## src/rtl/hwpe_tcdm_port_sequencer.sv

```systemverilog
// Splits one wide TCDM transaction into NrPorts narrow port requests and
// reassembles the narrow responses into a single wide response beat.

module hwpe_tcdm_port_lane #(
    parameter int unsigned DataWidth = 64
) (
    input  logic                 clk_i,
    input  logic                 rst_i,
    input  logic                 issue_i,
    input  logic                 track_i,
    input  logic                 clear_i,
    input  logic                 q_ready_i,
    input  logic                 p_valid_i,
    input  logic [DataWidth-1:0] p_data_i,
    output logic                 q_valid_o,
    output logic                 issued_d_o,
    output logic                 done_d_o,
    output logic [DataWidth-1:0] buf_o
);

    logic                 issued_q, issued_d;
    logic                 done_q, done_d;
    logic [DataWidth-1:0] buf_q, buf_d;
    logic                 grant;
    logic                 accept;

    assign q_valid_o = issue_i & ~issued_q;
    assign grant     = q_valid_o & q_ready_i;
    // A response may land in the same cycle as its own grant.
    assign accept    = track_i & p_valid_i & (issued_q | grant) & ~done_q;

    always_comb begin
        issued_d = issued_q;
        done_d   = done_q;
        buf_d    = buf_q;
        if (clear_i) begin
            issued_d = 1'b0;
            done_d   = 1'b0;
        end else begin
            if (grant) begin
                issued_d = 1'b1;
            end
            if (accept) begin
                done_d = 1'b1;
                buf_d  = p_data_i;
            end
        end
    end

    always_ff @(posedge clk_i or posedge rst_i) begin
        if (rst_i) begin
            issued_q <= 1'b0;
            done_q   <= 1'b0;
            buf_q    <= '0;
        end else begin
            issued_q <= issued_d;
            done_q   <= done_d;
            buf_q    <= buf_d;
        end
    end

    assign issued_d_o = issued_d;
    assign done_d_o   = done_d;
    assign buf_o      = buf_q;

endmodule

module hwpe_tcdm_port_sequencer #(
    parameter int unsigned NrPorts       = 4,
    parameter int unsigned PortDataWidth = 64,
    parameter int unsigned AddrWidth     = 32,
    localparam int unsigned W            = NrPorts * PortDataWidth,
    localparam int unsigned B            = W / 8
) (
    input  logic                         clk_i,
    input  logic                         rst_i,
    input  logic                         wide_req_i,
    output logic                         wide_gnt_o,
    input  logic [AddrWidth-1:0]         wide_addr_i,
    input  logic                         wide_wen_i,
    input  logic [B-1:0]                 wide_be_i,
    input  logic [W-1:0]                 wide_data_i,
    output logic                         wide_r_valid_o,
    output logic [W-1:0]                 wide_r_data_o,
    output logic [NrPorts-1:0]           narrow_q_valid_o,
    input  logic [NrPorts-1:0]           narrow_q_ready_i,
    output logic [NrPorts*AddrWidth-1:0] narrow_addr_o,
    output logic [NrPorts-1:0]           narrow_write_o,
    output logic [B-1:0]                 narrow_strb_o,
    output logic [W-1:0]                 narrow_data_o,
    input  logic [NrPorts-1:0]           narrow_p_valid_i,
    input  logic [W-1:0]                 narrow_p_data_i,
    output logic                         busy_o
);

    localparam int unsigned PortBytes = PortDataWidth / 8;

    typedef enum logic [1:0] {
        IDLE  = 2'd0,
        ISSUE = 2'd1,
        WAIT  = 2'd2,
        RESP  = 2'd3
    } state_e;

    state_e                 state_q, state_d;
    logic [AddrWidth-1:0]   addr_q, addr_d;
    logic                   wen_q, wen_d;
    logic [B-1:0]           be_q, be_d;
    logic [W-1:0]           data_q, data_d;

    logic [NrPorts-1:0]     issued_nxt;
    logic [NrPorts-1:0]     done_nxt;
    logic                   in_issue;
    logic                   in_track;
    logic                   in_resp;

    assign in_issue = (state_q == ISSUE);
    assign in_track = (state_q == ISSUE) || (state_q == WAIT);
    assign in_resp  = (state_q == RESP);

    for (genvar i = 0; i < NrPorts; i++) begin : g_port
        hwpe_tcdm_port_lane #(
            .DataWidth (PortDataWidth)
        ) i_lane (
            .clk_i      (clk_i),
            .rst_i      (rst_i),
            .issue_i    (in_issue),
            .track_i    (in_track),
            .clear_i    (in_resp),
            .q_ready_i  (narrow_q_ready_i[i]),
            .p_valid_i  (narrow_p_valid_i[i]),
            .p_data_i   (narrow_p_data_i[i*PortDataWidth +: PortDataWidth]),
            .q_valid_o  (narrow_q_valid_o[i]),
            .issued_d_o (issued_nxt[i]),
            .done_d_o   (done_nxt[i]),
            .buf_o      (wide_r_data_o[i*PortDataWidth +: PortDataWidth])
        );

        // Address wraps naturally modulo 2^AddrWidth; forced to 0 while idle.
        assign narrow_addr_o[i*AddrWidth +: AddrWidth] =
            busy_o ? addr_q + AddrWidth'(i * PortBytes) : '0;
        assign narrow_write_o[i] = busy_o & ~wen_q;
    end

    always_comb begin
        state_d = state_q;
        addr_d  = addr_q;
        wen_d   = wen_q;
        be_d    = be_q;
        data_d  = data_q;
        unique case (state_q)
            IDLE: begin
                if (wide_req_i) begin
                    addr_d  = wide_addr_i;
                    wen_d   = wide_wen_i;
                    be_d    = wide_be_i;
                    data_d  = wide_data_i;
                    state_d = ISSUE;
                end
            end
            ISSUE: begin
                if (&done_nxt) begin
                    state_d = RESP;
                end else if (&issued_nxt) begin
                    state_d = WAIT;
                end
            end
            WAIT: begin
                if (&done_nxt) begin
                    state_d = RESP;
                end
            end
            RESP: begin
                state_d = IDLE;
            end
            default: begin
                state_d = IDLE;
            end
        endcase
    end

    always_ff @(posedge clk_i or posedge rst_i) begin
        if (rst_i) begin
            state_q <= IDLE;
            addr_q  <= '0;
            wen_q   <= 1'b0;
            be_q    <= '0;
            data_q  <= '0;
        end else begin
            state_q <= state_d;
            addr_q  <= addr_d;
            wen_q   <= wen_d;
            be_q    <= be_d;
            data_q  <= data_d;
        end
    end

    assign wide_gnt_o     = (state_q == IDLE);
    assign wide_r_valid_o = in_resp;
    assign busy_o         = (state_q != IDLE);
    assign narrow_strb_o  = be_q;
    assign narrow_data_o  = data_q;

endmodule

```

## config.mk

```make
export PLATFORM = sky130hd
export DESIGN_NAME = hwpe_tcdm_port_sequencer
export DESIGN_NICKNAME = d
export VERILOG_FILES = /design/src/rtl/hwpe_tcdm_port_sequencer.sv
export SDC_FILE = /design/constraint.sdc
export NUM_CORES = 1
export LEC_CHECK = 0
export ABC_CLOCK_PERIOD_IN_PS = 23600
export BUFFER_PORTS_ARGS = -buffer_cell sky130_fd_sc_hd__buf_2
export CORE_AREA = 2 2 489 491
export CTS_BUF_LIST = sky130_fd_sc_hd__clkbuf_16
export CTS_CLUSTER_SIZE = 10
export DETAILED_ROUTE_END_ITERATION = 10
export DIE_AREA = 0 0 491 493
export SKIP_CTS_REPAIR_TIMING = 1
export SLEW_MARGIN = 25
export SYNTH_ARGS = -nofsm -noshare
export SYNTH_HDL_FRONTEND = slang
export SYNTH_SLANG_ARGS = --single-unit
```

## constraint.sdc

```tcl
create_clock -name clk_i -period 23.6 [get_ports clk_i]
set_input_delay 1.18 -clock clk_i [delete_from_list [all_inputs] [get_ports clk_i]]
set_output_delay 1.18 -clock clk_i [all_outputs]
set_load 0.01 [all_outputs]
```

==> impl_metrics.tcl, run 1 <==
set metrics [dict create \
    status "finished, final reports clean" \
    cp.arrival_ns 3.83 \
    rr_endpoint "narrow_data_o[228]$_DFFE_PP0P_" \
    holdPathStages 1 \
    grt.met1_usage_pct 15.1 \
    synth-adder-area-share_pct 0.414 \
    ir_worst_vdd_mv 0.0837 \
    setup_viol 0 \
    cts_sinks 587 \
    cts_tree "yes" \
    dr.pass1.iters 5 \
    drv_cap 0 \
    grt_pass1_wl_mm 222 \
    gp_congestion 1.01 \
    synth_top_area_share_pct 60.7 \
    final_core_util_pct 15.6 \
    io_buffer_count 1270 \
    antenna_found_initial 222 \
    wl_mm 179 \
    powerDensity_mw_per_mm2 160 \
    seq_area_frac_synth_pct 60.7 \
    drc 0 \
    avgSynthCellArea_um2 14.6 \
    dp_cells 6005 \
    slew_viol_final 0 \
    dp_hpwl_mm 155 \
    relSlewSlack_pct 29.9 \
    pin_count 1271 \
    synth_edf_count 0 \
    synth_top_area_cell "dfrtp_1" \
    clkTransAtPathRegs_ns 0.05 \
    crit_path_end_kind "output pin" \
    grt_util_met2_pct 22.7 \
    post_drt_via_cell_ratio 3.28 \
    rr_worst_depth 7 \
    ant_nets 0 \
    ys_seq_elements 587 \
    regToRegSetupSlack_ns 19.29 \
    fill_cells 26600 \
    switching_share_pct 43.6 \
    synth.area.mux_share_pct 26.9 \
    pwr-share-clk_pct 21.4 \
    synthTopCellsByArea "dfrtp_1 61%, mux2_2 26%, xor2_1 1.6%" \
    crit_chain "nand4_1 -> nor4_4 -> nand2_1 -> xor2_1 -> nor2_1 -> buf_2" \
    cts.path.max_buffers 3 \
    internal-power_mw 3.33 \
    first_global_vias 20500 \
    fmax_ghz 0.199 \
    total_leakage_power_nw 16.8 \
    hold_class "reg2reg" \
    rows 179 \
    core_area_mm2 0.237 \
    seqPwrFrac_pct 32.7 \
    timing.final.crit_period_ns 5.01 \
    p_switching_mw 2.57 \
    yosysMostFrequentCell "dfrtp_1" \
    skew_ns 0.0326 \
    async_flop_share_pct 100 \
    max_slew.worst_pin.slew_ns 1.05 \
    synth-xor-area-share_pct 2.46 \
    met3_usage_pct 8.73 \
    layout.nets 3518 \
    final-instance-count-excl-fill 6209 \
    hold_violations 0 \
    cts_made_buffers 82 \
    synth_top_family_by_area "multiplexers" \
    synthSimpleGateAreaFrac_pct 5.40 \
    die_width_um 491 \
    pwr-share-comb_pct 45.9 \
    syn_nets 2258 \
    rr_startpoint "state_q[0]$_DFFE_PP0P_" \
    cp-start-kind "flip-flop" \
    criticalPathCategory "reg2out" \
    rsz0062_at_grt "false" \
    finalCritPeriodShare_pct 21.2 \
    fin_tns_setup_ns 0 \
    synthesis.area_mm2 0.0242 \
    die_y_um 493 \
    synth_cells 1662 \
    die-area_mm2 0.242 \
    worstSkewPairLatency_ns 0.71 \
    drt_iter0_drc 1041 \
    htreeDepth 3 \
    track_usage_pct 14.2 \
    grt-ovfl-total 0 \
    synth_cell_type_count 49 \
    ys.flop_type "dfrtp_1" \
    top_usage_layer "met2" \
    required_ns 22.42 \
    drive_gt1_share_pct 66.7 \
    grt_start_max_net_pins 130 \
    hold_path.startpoint "g_port[0].i_lane.buf_o[63]$_DFFE_PP0P_" \
    worst_hold_path.endpoint "g_port[0].i_lane.buf_o[63]$_DFFE_PP0P_" \
    vias 20400 \
    cts-root-buf "clkbuf_16" \
    crit_fanout 11 \
    synth_common_cells "587 x dfrtp_1, 553 x mux2_2, 87 x nor2_1" \
    ys_warn_count 0 \
    wl_per_cell_um 28.8 \
    slowest_stage "nor4_4" \
    max_stage_delay_ns 0.75 \
    synth_compound_area_share_pct 1.07 \
    initial_core_util_pct 10.2 \
    syn2layout_area_growth_pct 52.6 \
]
## power by group through the flow
stage | sequential [mW] | combinational, mW | clock (mW)
global placement | 1.91 | 2.76 | 0
finish | 1.92 | 2.71 | 1.26
floorplan | 2.01 | 1.09 | 0
CTS | 1.92 | 2.78 | 1.32
detailed placement | 1.93 | 2.78 | 0
global route | 1.98 | 2.87 | 1.35
## state kept, by name (all words and copies together) (netlist names)
signal and flops:
g_port.i_lane.buf_o 256, g_port.i_lane.issued_q 4, wen_q 1, addr_q 32
state_q 2, narrow_strb_o 32, narrow_data_o 256, g_port.i_lane.done_q 4
## worst max path at each step
stage | cells after the start | from | slack, ns | to
after floorplan | 1 | rst_i | 5.99 | addr_q[0]$_DFFE_PP0P_
after global placement | 6 | rst_i | 18.78 | g_port[3].i_lane.buf_o[5]$_DFFE_PP0P_
after detailed placement | 6 | rst_i | 18.71 | addr_q[22]$_DFFE_PP0P_
after CTS | 6 | addr_q[9]$_DFFE_PP0P_ | 18.57 | narrow_addr_o[82]
after global routing | 6 | addr_q[9]$_DFFE_PP0P_ | 18.50 | narrow_addr_o[82]
final | 6 | addr_q[9]$_DFFE_PP0P_ | 18.59 | narrow_addr_o[82]
## cells in the final DEF (no fill, tap or decap), types with 17 or more instances in the layout
master | synthesis | final
clkbuf_16 | 0 | 83
dfrtp_1 | 587 | 587
mux2_2 | 553 | 553
nor2_1 | 87 | 87
mux2_1 | 25 | 25
diode_2 | 0 | 65
nor2b_1 | 35 | 34
xor2_1 | 43 | 43
xnor2_1 | 25 | 25
nand2_1 | 37 | 36
buf_4 | 34 | 27
buf_2 | 37 | 1270
inv_1 | 13 | 28
nand3_1 | 17 | 17
## metal layers
layer,wire length (um),part of all wire [%]
met4,7280,4.1
met1,64300,36
met2,80700,45
met5,793,0.44
met3,25700,14
## stage by stage
step | setup slack, ns | total power, mW | area, um^2 | hold WS, ns
3_3_place_gp | 18.78 | 4.67 | 34100 | 0.464
2_1_floorplan | 5.99 | 3.09 | 24200 | 0.471
5_1_grt | 18.50 | 6.20 | 36800 | 0.503
3_5_place_dp | 18.71 | 4.71 | 34100 | 0.469
6_report | 18.59 | 5.89 | 36900 | 0.476
4_1_cts | 18.57 | 6.02 | 36800 | 0.482
## area by class of cell
type | instances | area [um^2] | area share [%]
diodes | 65 | 163 | 0.441
inverters | 13 | 56.3 | 0.153
well taps | 3167 | 3960 | 10.7
flip-flops and latches | 587 | 14700 | 39.8
clock buffers | 83 | 2080 | 5.63
multi-input cells | 940 | 8810 | 23.9
clock inverters | 56 | 581 | 1.57
repair buffers | 1298 | 6580 | 17.8
## critical path, delay by kind of cell (launching register included)
family | cells | cell delay, ns
xor+xnor | 1 | 0.70
buf+inv | 1 | 0.18
flops | 1 | 0.59
simple gates | 4 | 1.63
## cell families (layout without fill, tap and decap cells)
kind of cell | count (synthesis) | after routing
multiplexers | 578 | 578
AO/OA/AOI/OAI | 42 | 42
XOR/XNOR | 68 | 68
other | 0 | 65
flip-flops | 587 | 587
adder cells (fa/ha/maj) | 8 | 8
buffers and inverters | 135 | 1450
AND/OR/NAND/NOR | 244 | 244
Power figures use the tool's default switching activity.
==> inputs of run 2 (changes only) <==
--- a/config.mk
+++ b/config.mk
@@ -5,13 +5,14 @@
 export SDC_FILE = /design/constraint.sdc
 export NUM_CORES = 1
 export LEC_CHECK = 0
-export ABC_CLOCK_PERIOD_IN_PS = 23600
+export ABC_AREA = 1
+export ABC_CLOCK_PERIOD_IN_PS = 4700
 export BUFFER_PORTS_ARGS = -buffer_cell sky130_fd_sc_hd__buf_2
-export CORE_AREA = 2 2 489 491
+export CORE_AREA = 2 2 493 495
 export CTS_BUF_LIST = sky130_fd_sc_hd__clkbuf_16
 export CTS_CLUSTER_SIZE = 10
 export DETAILED_ROUTE_END_ITERATION = 10
-export DIE_AREA = 0 0 491 493
+export DIE_AREA = 0 0 495 497
 export SKIP_CTS_REPAIR_TIMING = 1
 export SLEW_MARGIN = 25
 export SYNTH_ARGS = -nofsm -noshare
==> constraint.sdc (replaced) <==
create_clock -name clk_i -period 4.7 [get_ports clk_i]
set_input_delay 0.235 -clock clk_i [delete_from_list [all_inputs] [get_ports clk_i]]
set_output_delay 0.235 -clock clk_i [all_outputs]
set_load 0.01 [all_outputs]
==> run 2 against run 1 <==
The flow now finishes with violations (hold timing). Hold slack got worse by 0.49 ns. Die area rose by 1.6%. First-iteration DRC count grew 25%. Count of clock-buffer cells in the layout grew 3. Combinational power rose to 5.7 times the previous value. Register-to-register slack worse by 18 ns. Via count up 16%. Largest cell class unchanged. Highest routed layer unchanged.
==> impl_metrics.tcl, run 2 <==
set metrics [dict create \
    status "finished, violations left" \
    violations "hold timing" \
    synth_top_family_by_area "multiplexers" \
    seq_area_frac_synth_pct 59.6 \
    synthTopCellsByArea "dfrtp_1 60%, mux2_2 15%, mux2_4 7.3%" \
    ys_warn_count 0 \
    drive_gt1_share_pct 51.2 \
    hold_path.startpoint "narrow_p_valid_i[2]" \
    crit_start "state_q[0]$_DFFE_PP0P_" \
    slowest_stage "ha_4" \
    setup_slack_ns 0.968 \
    pin_count 1271 \
    criticalPathCategory "reg2out" \
    wl_met1_mm 72.4 \
    synth.area.mux_share_pct 26.7 \
    cts_sinks 587 \
    hold_class "in2reg" \
    synth-adder-area-share_pct 0.406 \
    synth_top_area_cell "dfrtp_1" \
    hold_slack_ns -0.0164 \
    wl_per_cell_um 26.9 \
    crit_family "compound AO/OA/AOI/OAI gates" \
    first_global_vias 21900 \
    ant_nets 0 \
    dp_cells 6236 \
    power.total_mw 30.9 \
    required_ns 4.47 \
    synth_cells 1823 \
    drc 0 \
    grt_start_max_net_pins 113 \
    cts.path.max_buffers 3 \
    cp-start-kind "flip-flop" \
    rows 180 \
    ir_worst_vdd_mv 0.332 \
    final_cell_mix "1270 x buf_2, 587 x dfrtp_1, 583 x dlygate4sd3_1" \
    syn2layout_area_growth_pct 77.2 \
    relSlewSlack_pct 33.3 \
    finalCritPeriodShare_pct 79.4 \
    synthSimpleGateAreaFrac_pct 6.26 \
    track_usage_pct 14.5 \
    drv_cap 0 \
    cts_made_buffers 84 \
    max_stage_delay_ns 0.49 \
    synth_cell_type_count 34 \
    synth_edf_count 0 \
    vias 23500 \
    htreeDepth 3 \
    rsz0062_at_grt "false" \
    fill_cells 26500 \
    crit_path_end_kind "output pin" \
    total_leakage_power_nw 20.7 \
    synthesis.area_mm2 0.0246 \
    avgSynthCellArea_um2 13.5 \
    gp_congestion 0.957 \
    fmax_ghz 0.268 \
    grt_pass1_wl_mm 231 \
    dp_hpwl_mm 160 \
    skew_ns 0.0277 \
    async_flop_share_pct 100 \
    grt-ovfl-total 0 \
    syn_nets 2419 \
    crit_chain "inv_1 -> ha_4 -> inv_2 -> o21ai_0 -> o21ai_0 -> o22ai_1 -> inv_1 -> buf_2" \
    antenna_found_initial 204 \
    io_buffer_count 1270 \
    post_drt_via_cell_ratio 3.34 \
    rr_startpoint "state_q[0]$_DFFE_PP0P_" \
    synth_top_area_share_pct 59.6 \
    powerDensity_mw_per_mm2 708 \
    wl_met3_mm 16.4 \
    ys_seq_elements 587 \
    cts_tree "yes" \
    drt_iter0_drc 1304 \
    layout.nets 4316 \
    cp.arrival_ns 3.50 \
    post-place-ws_ns 1.70 \
    initial_core_util_pct 10.3 \
    slew_viol_final 0 \
    hold_violations 1 \
    crit_fanout 24 \
    core_area_mm2 0.240 \
    yosysMostFrequentCell "dfrtp_1" \
    topRoutingLayerUsed "met5" \
    max_slew.worst_pin.slew_ns 1.00 \
    worstSkewPairLatency_ns 0.73 \
    setup_viol 0 \
    synth-xor-area-share_pct 0 \
    final_common_cell "buf_2" \
    wl_mm 190 \
    timing.final.crit_period_ns 3.73 \
    die_y_um 497 \
    dr.pass1.iters 5 \
    synth_compound_area_share_pct 3.05 \
    die_width_um 495 \
    final-instance-count-excl-fill 7051 \
    clkTransAtPathRegs_ns 0.06 \
    synth_common_cells "587 x dfrtp_1, 332 x mux2_2, 130 x nor2_1" \
    ys.flop_type "dfrtp_1" \
    critical_path_buf_inv_count 4 \
    die-area_mm2 0.246 \
    route.met2.wl_mm 88.4 \
    cts-root-buf "clkbuf_16" \
]
run 2: changes by cell type after synthesis, moves of 43 or more:
cell     delta
inv_1      +73
xor2_1     -43
mux2_1     +68
nor2_1     +43
mux2_4    +120
a21oi_1    +79
nand2_1    +77
mux2_2    -221
run 2: cell type report:
| class | count | area [um^2] | area share (%) |
|---|---|---|---|
| sequential | 587 | 14700 | 33.7 |
| timing repair buffer | 1909 | 12800 | 29.3 |
| multi-input combinational | 1043 | 9020 | 20.7 |
| tap | 3185 | 3990 | 9.13 |
| clock buffer | 86 | 2150 | 4.93 |
| clock inverter | 58 | 412 | 0.944 |
| inverter | 95 | 360 | 0.826 |
| antenna | 88 | 220 | 0.505 |
run 2: worst min-delay path, stage by stage:
cell and delay, ns:
buf_2 0.14, nand2_1 0.07, inv_1 0.06, nand3_1 0.09
nand2_1 0.07
run 2: report_power, final:
group | internal [mW] | switching (mW) | total, mW | leakage (nW)
sequential | 7.65 | 1.69 | 9.35 | 6.95
clock | 3.51 | 2.65 | 6.16 | 1.29
combinational | 6.09 | 9.29 | 15.4 | 12.4
total | 17.3 | 13.6 | 30.9 | 20.7
run 2: final timing paths:
| path | cells past startpoint | slack, ns | endpoint |
|---|---|---|---|
| min reg2reg | 1 | 0.48 | g_port[3].i_lane.buf_o[32]$_DFFE_PP0P_ |
| max | 8 | 0.97 | narrow_addr_o[40] |
| max reg2reg | 6 | 1.75 | g_port[2].i_lane.buf_o[30]$_DFFE_PP0P_ |
| min in group asynchronous | 3 | 0.07 | g_port[1].i_lane.buf_o[5]$_DFFE_PP0P_ |
| max in group asynchronous | 5 | 3.28 | g_port[3].i_lane.buf_o[48]$_DFFE_PP0P_ |
| min | 5 | -0.02 | g_port[2].i_lane.done_q$_DFF_PP0_ |
run 2: metal layers:
| metal | vias to the layer above | global-route usage [%] |
|---|---|---|
| met5 | - | 0 |
| met3 | 438 | 8.21 |
| met1 | 11500 | 14.2 |
| met2 | 1321 | 23.9 |
| met4 | 100 | 7.96 |
| li1 | 10200 | - |
run 2: cells by family after synthesis:
logic type               Yosys count
AO/OA/AOI/OAI                    144
adder cells (fa/ha/maj)            8
buffers and inverters            193
flip-flops                       587
multiplexers                     545
AND/OR/NAND/NOR                  346
run 2: metrics by stage:
step                instance area, um^2  TNS [ns]  hold slack, ns  util [%]
floorplan                         24600  -2075.86           0.367         -
global placement                  35000         0           0.447      14.6
detailed placement                35000         0           0.281      14.6
CTS                               37600         0          -0.537      15.6
global route                      43500         0         -0.0115      18.1
finish                            43600         0         -0.0164      18.2
==> inputs of run 3 (changes only) <==
--- a/config.mk
+++ b/config.mk
@@ -5,14 +5,14 @@
 export SDC_FILE = /design/constraint.sdc
 export NUM_CORES = 1
 export LEC_CHECK = 0
-export ABC_AREA = 1
-export ABC_CLOCK_PERIOD_IN_PS = 4700
+export ABC_AREA = 0
+export ABC_CLOCK_PERIOD_IN_PS = 3830
 export BUFFER_PORTS_ARGS = -buffer_cell sky130_fd_sc_hd__buf_2
-export CORE_AREA = 2 2 493 495
+export CORE_AREA = 2 2 489 491
 export CTS_BUF_LIST = sky130_fd_sc_hd__clkbuf_16
 export CTS_CLUSTER_SIZE = 10
 export DETAILED_ROUTE_END_ITERATION = 10
-export DIE_AREA = 0 0 495 497
+export DIE_AREA = 0 0 491 493
 export SKIP_CTS_REPAIR_TIMING = 1
 export SLEW_MARGIN = 25
 export SYNTH_ARGS = -nofsm -noshare
==> constraint.sdc (replaced) <==
create_clock -name clk_i -period 3.83 [get_ports clk_i]
set_input_delay 0.1915 -clock clk_i [delete_from_list [all_inputs] [get_ports clk_i]]
set_output_delay 0.1915 -clock clk_i [all_outputs]
set_load 0.01 [all_outputs]
==> run 3 against run 2 <==
The run now ends clean. Sequential power grew 24%. Final cell count is 3.0% lower. Flip-flop and latch count unchanged. Clock skew decreased by 0.0031 ns. Count of clock-buffer cells in the layout decreased by 4. Global-route usage is 0.19 points lower. Non-clock buffer count is 15 higher. Sequential share of layout area increased by 0.39 points. Largest cell class unchanged.
==> impl_metrics.tcl, run 3 (synthesis gave the netlist of run 1 again) <==
set metrics [dict create \
    die_y_um 493 \
    grt-ovfl-total 0 \
    worstSkewPairLatency_ns 0.70 \
    max_slew.worst_pin.slew_ns 0.955 \
    fin_tns_setup_ns 0 \
    drive_gt1_share_pct 56.2 \
    rr_startpoint "state_q[1]$_DFFE_PP0P_" \
    finalCritPeriodShare_pct 91.2 \
    cp-start-kind "flip-flop" \
    cts-root-buf "clkbuf_16" \
    grt_pass1_wl_mm 225 \
    ir_worst_vdd_mv 0.575 \
    total_leakage_power_nw 19.4 \
    cts_sinks 587 \
    layout.nets 4144 \
    skew_ns 0.0245 \
    drc 0 \
    rr_endpoint "g_port[1].i_lane.buf_o[32]$_DFFE_PP0P_" \
    relSlewSlack_pct 36.3 \
    wl_per_cell_um 26.7 \
    final-instance-count-excl-fill 6841 \
    route.met2.wl_mm 82.0 \
    dr.pass1.iters 5 \
    die-area_mm2 0.242 \
    rr_worst_depth 7 \
    wl_met3_mm 20.4 \
    setup_viol 0 \
    wl_mm 183 \
    powerDensity_mw_per_mm2 852 \
    wl_met1_mm 72.5 \
    regToRegSetupSlack_ns 1.10 \
    core_area_mm2 0.237 \
    io_buffer_count 1270 \
    status "finished, final reports clean" \
    ant_nets 0 \
    pin_count 1271 \
    rows 179 \
    topRoutingLayerUsed "met5" \
    multi_input_comb_area_mm2 0.00883 \
    cp.arrival_ns 3.30 \
    final_cell_mix "1270 x buf_2, 588 x dlygate4sd3_1, 587 x dfrtp_1" \
    grt_start_max_net_pins 137 \
    first_global_vias 20900 \
    cts_made_buffers 82 \
    cts.path.max_buffers 3 \
    cts_tree "yes" \
    criticalPathCategory "reg2out" \
    setup_slack_ns 0.338 \
    drt_iter0_drc 1179 \
    crit_path_end_kind "output pin" \
    vias 22700 \
    final_common_cell "buf_2" \
    htreeDepth 3 \
    gp_congestion 0.970 \
    regArea_mm2 0.0147 \
    clkTransAtPathRegs_ns 0.06 \
    slew_viol_final 0 \
    track_usage_pct 14.3 \
    timing.final.crit_period_ns 3.49 \
    hold_violations 0 \
    crit_fanout 11 \
    syn2layout_area_growth_pct 78.3 \
    fill_cells 26100 \
    die_width_um 491 \
    hold_class "in2async" \
    rsz0062_at_grt "false" \
    antenna_found_initial 176 \
    drv_cap 0 \
    dp_hpwl_mm 155 \
    dp_cells 6043 \
    initial_core_util_pct 10.2 \
    post_drt_via_cell_ratio 3.32 \
    required_ns 3.64 \
    fmax_ghz 0.286 \
    post-place-ws_ns 0.685 \
]
run 3: cell count changes in the layout (fill, tap and decap cells not counted), sizes merged, moves of 33 or more:
cell   change
inv       -77
nor2b     +35
mux2      +33
nor2      -52
xor2      +43
a21oi     -81
nand2     -78
run 3: worst max path at each step:
stage / from / end / cells past startpoint
final: addr_q[10]$_DFFE_PP0P_ / narrow_addr_o[51] / 5
after global routing: addr_q[10]$_DFFE_PP0P_ / narrow_addr_o[115] / 6
after CTS: addr_q[10]$_DFFE_PP0P_ / narrow_addr_o[51] / 5
after detailed placement: addr_q[10]$_DFFE_PP0P_ / narrow_addr_o[51] / 5
after global placement: addr_q[10]$_DFFE_PP0P_ / narrow_addr_o[51] / 5
after floorplan: rst_i / addr_q[0]$_DFFE_PP0P_ / 1
run 3: power by group:
group	total [mW]	leakage, nW	switching [mW]	internal, mW
Clock	7.40	1.28	3.24	4.16
Combinational	17.8	11.2	10.6	7.14
Sequential	11.6	6.99	2.17	9.40
run 3: area by class of cell:
class | instances | share of cell area, %
Sequential cell | 587 | 34.1
Timing Repair Buffer | 1924 | 29.9
Multi-Input combinational cell | 940 | 20.5
Tap cell | 3167 | 9.19
Clock buffer | 82 | 4.76
Clock inverter | 54 | 1.03
Antenna cell | 74 | 0.429
Inverter | 13 | 0.122
run 3: per-stage QoR:
stage | total power, mW | hold slack [ns] | area (um^2) | util (%)
final | 36.7 | 0.199 | 43100 | 18.2
after global routing | 38.8 | 0.164 | 43000 | 18.2
after CTS | 37.0 | -0.436 | 37100 | 15.6
after detailed placement | 29.2 | 0.407 | 34600 | 14.6
after global placement | 29.0 | 0.409 | 34600 | 14.6
after floorplan | 19.1 | 0.326 | 24200 | -
run 3: routing by layer:
metal,vias to the layer above,global-route usage [%]
met3,370,7.36
li1,9635,-
met1,11200,16.6
met5,-,0
met2,1350,22.4
met4,86,5.18
run 3: worst max-delay path, cell delays in order, from the launching register on:
cell	delay [ns]
dfrtp_1	0.57
nand4_1	0.37
or4_4	0.54
or3_1	0.42
a21oi_2	0.45
buf_2	0.24
